`src/rtl/cp0_interrupt_unit_if.sv`:
```
// Datapath <-> coprocessor-0 bundle: interrupt sources, mfc0/mtc0/eret access, EPC and take signal.
// irq_id exists only when CP0_IRQ_ID_EN is defined.
interface cp0_interrupt_unit_if #(
  parameter int EXT_IRQS = 7
);
  logic                TimerInterrupt;
  logic [EXT_IRQS-1:0] ext_irq;
  logic [4:0]          regnum;
  logic [31:0]         wr_data;
  logic                MTC0;
  logic                ERET;
  logic [31:0]         pc;
  logic [31:0]         rd_data;
  logic [31:0]         EPC;
  logic                TakenInterrupt;
`ifdef CP0_IRQ_ID_EN
  logic [2:0]          irq_id;
`endif

  // Datapath side: drives the sources and accesses, consumes the results.
  modport master (
    output TimerInterrupt, ext_irq, regnum, wr_data, MTC0, ERET, pc,
`ifdef CP0_IRQ_ID_EN
    input  irq_id,
`endif
    input  rd_data, EPC, TakenInterrupt
  );

  modport slave (
    input  TimerInterrupt, ext_irq, regnum, wr_data, MTC0, ERET, pc,
`ifdef CP0_IRQ_ID_EN
    output irq_id,
`endif
    output rd_data, EPC, TakenInterrupt
  );
endinterface

```
`src/rtl/cp0_interrupt_unit.sv`:
```
// Coprocessor-0 interrupt unit: Status/Cause/EPC, sticky pending capture, interrupt take and eret.
// Optional macro CP0_IRQ_ID_EN adds irq_id and latches it into Cause.ExcCode on entry.
module cp0_interrupt_unit #(
  parameter int          TIMER_IP  = 7,   // must be >= EXT_IRQS and <= 7
  parameter int          EXT_IRQS  = 7,
  parameter logic [31:0] EPC_RESET = 32'h0
) (
  input  logic                  clock,
  input  logic                  reset,
  cp0_interrupt_unit_if.slave   bus
);

  localparam logic [4:0] REG_STATUS = 5'd12;
  localparam logic [4:0] REG_CAUSE  = 5'd13;
  localparam logic [4:0] REG_EPC    = 5'd14;

  logic [7:0]  im;
  logic        exl;
  logic        ie;
  logic [7:0]  ip;
  logic [31:0] epcReg;
  logic [7:0]  srcIrq;
  logic [7:0]  activeIrq;
  logic        takenInterrupt;
  logic [4:0]  excCode;

  // Map the timer and external lines onto the 8-bit IP field.
  for (genvar g = 0; g < 8; g++) begin : g_src
    if (g == TIMER_IP) begin : g_timer
      assign srcIrq[g] = bus.TimerInterrupt;
    end else if (g < EXT_IRQS) begin : g_ext
      assign srcIrq[g] = bus.ext_irq[g];
    end else begin : g_none
      assign srcIrq[g] = 1'b0;
    end
  end

  assign activeIrq      = ip & im;
  assign takenInterrupt = ie & ~exl & (|activeIrq);

`ifdef CP0_IRQ_ID_EN
  logic [2:0] irqId;

  always_comb begin
    irqId = 3'd0;
    for (int i = 0; i < 8; i++) begin
      if (activeIrq[i]) irqId = 3'(i);
    end
  end

  assign bus.irq_id = irqId;

  always_ff @(posedge clock) begin
    if (reset) begin
      excCode <= 5'd0;
    end else if (takenInterrupt) begin
      excCode <= {2'b00, irqId};
    end else if (bus.MTC0 && bus.regnum == REG_CAUSE) begin
      excCode <= 5'd0;
    end
  end
`else
  assign excCode = 5'd0;
`endif

  always_ff @(posedge clock) begin
    // NOTE: non-blocking throughout; a later assignment in this block overrides an earlier one
    // on the same edge, which is how ERET beats an mtc0 Status write on EXL.
    if (reset) begin
      im     <= 8'h00;
      exl    <= 1'b0;
      ie     <= 1'b0;
      ip     <= 8'h00;
      epcReg <= EPC_RESET;
    end else begin
      ip <= ip | srcIrq;
      if (takenInterrupt) begin
        // The decoding instruction is squashed, so its mtc0/eret must not commit.
        exl    <= 1'b1;
        epcReg <= bus.pc;
      end else begin
        if (bus.MTC0) begin
          unique case (bus.regnum)
            REG_STATUS: begin
              im  <= bus.wr_data[15:8];
              exl <= bus.wr_data[1];
              ie  <= bus.wr_data[0];
            end
            // A live source line re-sets its bit even while software clears it.
            REG_CAUSE: ip     <= bus.wr_data[15:8] | srcIrq;
            REG_EPC:   epcReg <= bus.wr_data;
            default:   ;
          endcase
        end
        if (bus.ERET) exl <= 1'b0;
      end
    end
  end

  always_comb begin
    bus.rd_data = 32'h0;
    unique case (bus.regnum)
      REG_STATUS: bus.rd_data = {16'h0, im, 6'b0, exl, ie};
      REG_CAUSE:  bus.rd_data = {16'h0, ip, 1'b0, excCode, 2'b00};
      REG_EPC:    bus.rd_data = epcReg;
      default:    bus.rd_data = 32'h0;
    endcase
  end

  assign bus.EPC            = epcReg;
  assign bus.TakenInterrupt = takenInterrupt;

endmodule

```
`src/flat_wrapper.sv`:
```
// flat-port wrapper written by rule: the top's interface ports become plain ports
module cp0_interrupt_unit_flat 
#(
  parameter int          TIMER_IP  = 7,                                  
  parameter int          EXT_IRQS  = 7,
  parameter logic [31:0] EPC_RESET = 32'h0
)
  (clock, reset, bus_TimerInterrupt, bus_ext_irq, bus_regnum, bus_wr_data, bus_MTC0, bus_ERET, bus_pc, bus_rd_data, bus_EPC, bus_TakenInterrupt);
  cp0_interrupt_unit_if #(.EXT_IRQS(EXT_IRQS)) bus_i ();
  input  logic clock;
  input  logic reset;
  input wire logic [$bits(bus_i.TimerInterrupt)-1:0] bus_TimerInterrupt;
  input wire logic [$bits(bus_i.ext_irq)-1:0] bus_ext_irq;
  input wire logic [$bits(bus_i.regnum)-1:0] bus_regnum;
  input wire logic [$bits(bus_i.wr_data)-1:0] bus_wr_data;
  input wire logic [$bits(bus_i.MTC0)-1:0] bus_MTC0;
  input wire logic [$bits(bus_i.ERET)-1:0] bus_ERET;
  input wire logic [$bits(bus_i.pc)-1:0] bus_pc;
  output wire logic [$bits(bus_i.rd_data)-1:0] bus_rd_data;
  output wire logic [$bits(bus_i.EPC)-1:0] bus_EPC;
  output wire logic [$bits(bus_i.TakenInterrupt)-1:0] bus_TakenInterrupt;
  assign bus_i.TimerInterrupt = bus_TimerInterrupt;
  assign bus_i.ext_irq = bus_ext_irq;
  assign bus_i.regnum = bus_regnum;
  assign bus_i.wr_data = bus_wr_data;
  assign bus_i.MTC0 = bus_MTC0;
  assign bus_i.ERET = bus_ERET;
  assign bus_i.pc = bus_pc;
  assign bus_rd_data = bus_i.rd_data;
  assign bus_EPC = bus_i.EPC;
  assign bus_TakenInterrupt = bus_i.TakenInterrupt;
  cp0_interrupt_unit #(.TIMER_IP(TIMER_IP), .EXT_IRQS(EXT_IRQS), .EPC_RESET(EPC_RESET)) u_core (.clock(clock), .reset(reset), .bus(bus_i));
endmodule
```
`config.mk`:
```
export PLATFORM = sky130hd
export DESIGN_NAME = cp0_interrupt_unit_flat
export DESIGN_NICKNAME = d
export VERILOG_FILES = /design/src/rtl/cp0_interrupt_unit_if.sv /design/src/rtl/cp0_interrupt_unit.sv /design/src/flat_wrapper.sv
export SDC_FILE = /design/constraint.sdc
export NUM_CORES = 1
export LEC_CHECK = 0
export ABC_AREA = 1
export BUFFER_PORTS_ARGS = -buffer_cell sky130_fd_sc_hd__buf_2
export CAP_MARGIN = 15
export CORE_MARGIN = 2
export CORE_UTILIZATION = 40
export DETAILED_ROUTE_END_ITERATION = 7
export GPL_TIMING_DRIVEN = 0
export PLACE_DENSITY = 0.76
export SLEW_MARGIN = 20
export SYNTH_ARGS = -nofsm -noshare
export SYNTH_HDL_FRONTEND = slang
export SYNTH_SLANG_ARGS = --single-unit
export TNS_END_PERCENT = 50
```
`constraint.sdc`:
```
create_clock -name clock -period 1.3 [get_ports clock]
set_input_delay 0.065 -clock clock [delete_from_list [all_inputs] [get_ports clock]]
set_output_delay 0.065 -clock clock [all_outputs]
set_load 0.1 [all_outputs]
```
Word level (Yosys, flattened, before mapping)
Cells that the tools add are included.
- RAM bits: 0
- register bits after elaboration: 50
- memories: 0
- bits in latches: 0
- output and inout bits: 65
- input port bits: 81
- ROM bits: 0
- logic and storage cells: 34
- eq/ne operators: 3
- add/subtract/negate cells: 0
- bitwise operators: 7
- mux-type cells: 11
- shift operators: 0
- divide/modulo/power cells: 0
- reduce and logical (&&, ||, !) cells: 8
- multiply operators: 0
- $lt $le $gt $ge: 0
- operators with widths (cell ; count):
    $mux W32 ; 3
    $pmux W32 S3 ; 1
    $mux W8 ; 3
    $or A8 B8 Y8 ; 2
    $eq A5 B4 Y1 const B ; 3
    $and A8 B8 Y8 ; 1
    $reduce_or A8 Y1 ; 1
    $reduce_bool A3 Y1 ; 2
    $mux W1 ; 4
    $reduce_and A2 Y1 ; 2
    $reduce_bool A2 Y1 ; 2
    $reduce_and A3 Y1 ; 1
    $and A1 B1 Y1 ; 2
    $not A1 Y1 ; 2

Depth between registers and ports, before layout
- word-level depth: 5
- gate-level depth with buffers: 10
- gate-level depth less buffers: 9

Worst setup path before layout
OpenSTA, ideal clock, no wires.
- kind: reg-to-output
- start: register u_core.epcReg[15] (netlist: u_core.bus.EPC[15])
- end: output port bus_rd_data[15]
- buffers on the path: 0
- data required time: 1.235 ns
- cell stages (with the launch flop): 3
- data arrival time: 2.594 ns
- path slack: -1.359 ns
- cell sequence: dfxtp_1 > inv_1 > o221ai_1
- longest elaborated chain between the ends: 1
- ends and longest elaborated chain (element ; line ; source):
    start: declaration ; cp0_interrupt_unit.sv:21 ; logic [31:0] epcReg;
    start signal: assignment ; cp0_interrupt_unit.sv:80 ; epcReg <= bus.pc;
    start signal: assignment ; cp0_interrupt_unit.sv:91 ; REG_EPC: epcReg <= bus.wr_data;
    $pmux W32 S3 ; cp0_interrupt_unit.sv:102 ; unique case (bus.regnum)
    end: declaration ; flat_wrapper.sv:19 ; output wire logic [$bits(bus_i.rd_data)-1:0] bus_rd_data;
No other way between the ends.

Final worst setup path
- start: register u_core.im[5]
- end: output port bus_TakenInterrupt
- longest elaborated chain between the ends: 3
- ends and longest elaborated chain (element ; line ; source):
    start: declaration ; cp0_interrupt_unit.sv:17 ; logic [7:0] im;
    start signal: assignment ; cp0_interrupt_unit.sv:85 ; im <= bus.wr_data[15:8];
    $and A8 B8 Y8 ; cp0_interrupt_unit.sv:38 ; assign activeIrq = ip & im;
    $reduce_or A8 Y1 ; cp0_interrupt_unit.sv:39 ; assign takenInterrupt = ie & ~exl & (|activeIrq);
    $and A1 B1 Y1 ; cp0_interrupt_unit.sv:39 ;
    end: declaration ; flat_wrapper.sv:21 ; output wire logic [$bits(bus_i.TakenInterrupt)-1:0] bus_TakenInterrupt;
No other way between the ends.

==> impl_metrics.py <==
metrics = {
    "synthesis": {
        "syn_nets": 634,
        "synth_edf_count": 0,
        "synth_compound_area_share_pct": 8.37,
        "async_flop_share_pct": 0,
        "netlist.area_leader.share_pct": 31.4,
        "synth_cells": 553,
        "synth.most_common_cell": "nand2_1",
        "yosys.area.top_type": "dfxtp_1",
        "synthTopCellsByCount": "nand2_1 (155), nor2_1 (141), inv_1 (84)",
        "synth-simple-area-share_pct": 44.9,
        "yosysSeqAreaShare_pct": 31.4,
        "synth_mux_area_share_pct": 0,
        "synth_area_sq_um": 3180,
        "yosys_warnings": 0,
        "synth_top_family_by_area": "simple AND/OR/NAND/NOR gates",
        "synth_fa_ha_area_share_pct": 0,
        "synth.avg_cell_area_sq_um": 5.76,
        "synth-xor-area-share_pct": 0,
        "ys_top_cells_by_area": "dfxtp_1 (31%), nand2_1 (18%), nor2_1 (17%), inv_1 (9.9%), nand3_1 (5.5%)",
        "ys.flop_type": "dfxtp_1",
        "ys_ff_latch": 50,
        "synth_cell_types": 23,
    },
    "setup_path": {
        "startpoint_type": "flip-flop",
        "critPathRequiredTime_ps": 1240,
        "ff2ff_setup_slack_ps": -120,
        "arrival_ps": 1370,
        "timing.rr.end": "u_core.ie",
        "critPathCaptureType": "primary output",
        "worstRegToRegCells": 9,
        "r2r_start": "u_core.im[5]",
        "worstPathMaxFanout": 8,
        "setup.worst_path.class": "reg2out",
    },
    "flow_run": {
        "cap_violations": 0,
    },
    "sta": {
        "hold_viol_final": 0,
        "worst_slew_pin_slew_ps": 714,
        "period_share_pct": 110,
        "fin_skew_ps": 6.73,
        "setup_violations": 51,
        "period_minus_slack_ps": 1430,
        "layout_setup_ws_ps": -132,
        "whs_ps": 7.14,
        "rsz0062_at_grt": "yes",
        "report.final.slew_viol_count": 0,
        "max_freq_mhz": 698,
        "setup_tns_ps": -3680,
        "worst_slew_margin_rel_pct": 52.4,
    },
    "placed_design": {
        "dp_worst_setup_slack_ps": -339,
        "dp_hpwl_mm": 8.00,
        "gp_congestion": 0.895,
        "portBuffers": 145,
    },
    "outcome": {
        "violations": "setup timing",
        "status": "finished with violations",
    },
    "worst_hold_path": {
        "hp-start": "bus_wr_data[12]",
        "hold_path.class": "in2reg",
        "worstHoldEndpoint": "u_core.im[4]",
        "min_path_cells": 3,
    },
    "die": {
        "coreArea_sq_um": 7730,
        "row_count": 32,
        "fp.dieH_um": 93.2,
        "pin_count": 146,
        "die_w_um": 93.2,
        "die-area_sq_um": 8690,
        "start_util_pct": 41.2,
    },
    "finish": {
        "regArea_sq_um": 1110,
        "num_antenna_cells": 0,
        "fill_cells": 658,
        "drive_above_1_share_pct": 46.6,
        "layout.nets": 808,
        "multiInputGateArea_sq_um": 2240,
        "area_growth_syn_to_layout_pct": 67.6,
    },
    "pwr": {
        "cellInternalPower_mw": 2.34,
        "leakage_nw": 2.64,
        "clkPwrFrac_pct": 34.2,
        "peakVddDrop_v": 0.000452,
        "power_frac_seq_pct": 46.5,
        "p_comb_share_pct": 19.3,
        "switching_power_uw": 989,
        "netSwitchingFraction_pct": 29.7,
        "powerDensity_nw_per_um2": 624,
    },
    "detailed_routing": {
        "drt.antenna.violating_nets": 0,
        "vias_per_cell": 4.97,
        "drc": 0,
        "wl_per_cell_um": 14.5,
        "first_pass_iters": 5,
        "num_vias": 4129,
        "drt_iter0_markers": 230,
        "wl_mm": 12.1,
    },
    "global_routing": {
        "track_usage_pct": 25.5,
        "grt_max_degree": 15,
        "grt-ovfl-total": 0,
        "antenna_found_initial": 0,
        "grt_pass1_wl_mm": 17.6,
        "grt_pass1_vias": 3787,
    },
    "clock_network": {
        "htree_levels": 2,
        "cts.sinks": 50,
        "cts_tree": "yes",
        "worstSkewPairLatency_ps": 310,
        "ctsLongestPathBuffers": 2,
        "clk_pin_slew_ps": 100,
        "numCtsBuffers": 5,
        "clock-root-buffer": "clkbuf_8",
    },
}
routing by layer:
layer  vias to the layer above  GRT usage (%)  routed length, um
met2                       223           46.9               6050
met3                        20           3.95               1110
met1                      1881           30.7               4700
li1                       2005              -                  -
met5                         -              0                  0
met4                         0           6.74                201
critical path: stages (launching register included):
cell and delay [ps]:
dfxtp_2 340, nand2_2 70, nand2_2 70, nor2_4 120
nand2_4 90, nand2_8 150, inv_8 50, buf_12 160
layout by cell type (no fill, tap or decap), drive strengths merged:
cell type    netlist  layout
nand3             37      37
a21oi             18      18
clkbuf             6      17
dlygate4sd3        0       4
o211ai             1       1
clkinvlp           0       1
o221ai             7       7
bufinv             0       1
buf               18     177
dfxtp             50      50
clkinv             1       1
nor2             145     145
o22ai              2       2
inv               88      87
nand2            161     161
o21ai             19      19
power groups by stage:
stage	logic [mW]	clock network, mW	registers, mW
floorplan	0.271	0	1.64
global route	0.695	1.21	1.55
global placement	0.532	0	1.58
CTS	0.588	1.15	1.54
finish	0.643	1.14	1.55
detailed placement	0.546	0	1.58
logic make-up after synthesis:
group,after synthesis
AOI/OAI and AO/OA,47
buffers and inverters,113
DFF,50
and+or+nand+nor,343
registers in the layout, indices dropped and copies added (netlist names):
| signal | flops |
|---|---|
| u_core.ip | 8 |
| u_core.im | 8 |
| u_core.ie | 1 |
| u_core.bus.EPC | 32 |
| u_core.exl | 1 |
per-stage QoR:
| step | power (mW) | cell area (sq um) | util [%] | std cells |
|---|---|---|---|---|
| final | 3.33 | 5340 | 69.0 | 830 |
| after CTS | 3.28 | 4920 | 63.6 | 823 |
| after floorplan | 1.91 | 3550 | - | 553 |
| after global placement | 2.11 | 4400 | 56.9 | 800 |
| after detailed placement | 2.12 | 4400 | 56.9 | 800 |
| after global routing | 3.45 | 5340 | 69.0 | 830 |
worst max-delay path by stage:
stage                            from            endpoint  slack, ps
finish                   u_core.im[5]  bus_TakenInterrupt       -130
global route             u_core.ip[3]  bus_TakenInterrupt       -180
detailed placement      bus_regnum[3]     bus_rd_data[11]       -340
CTS                      u_core.ip[2]  bus_TakenInterrupt       -160
floorplan           u_core.bus.EPC[0]      bus_rd_data[0]       -700
global placement        bus_regnum[1]     bus_rd_data[14]       -310
what timing repair did:
action | CTS | global route
hold buffers | 3 | 1
endpoints found under the setup margin | 81 | 80
setup buffers | 10 | 3
hold endpoints to repair | 3 | 1
gates resized for setup | 84 | 94
cloned | 2 | 3
pin swaps | 13 | 27
cell type report:
| cell class | count | share of cell area [%] |
|---|---|---|
| clock buffer | 7 | 1.43 |
| timing repair buffer | 167 | 22.2 |
| multi-input combinational | 390 | 41.9 |
| inverter | 89 | 6.47 |
| sequential | 50 | 20.8 |
| buffer | 24 | 4.22 |
| tap | 102 | 2.39 |
| clock inverter | 1 | 0.563 |
Power figures use the tool's default switching activity.
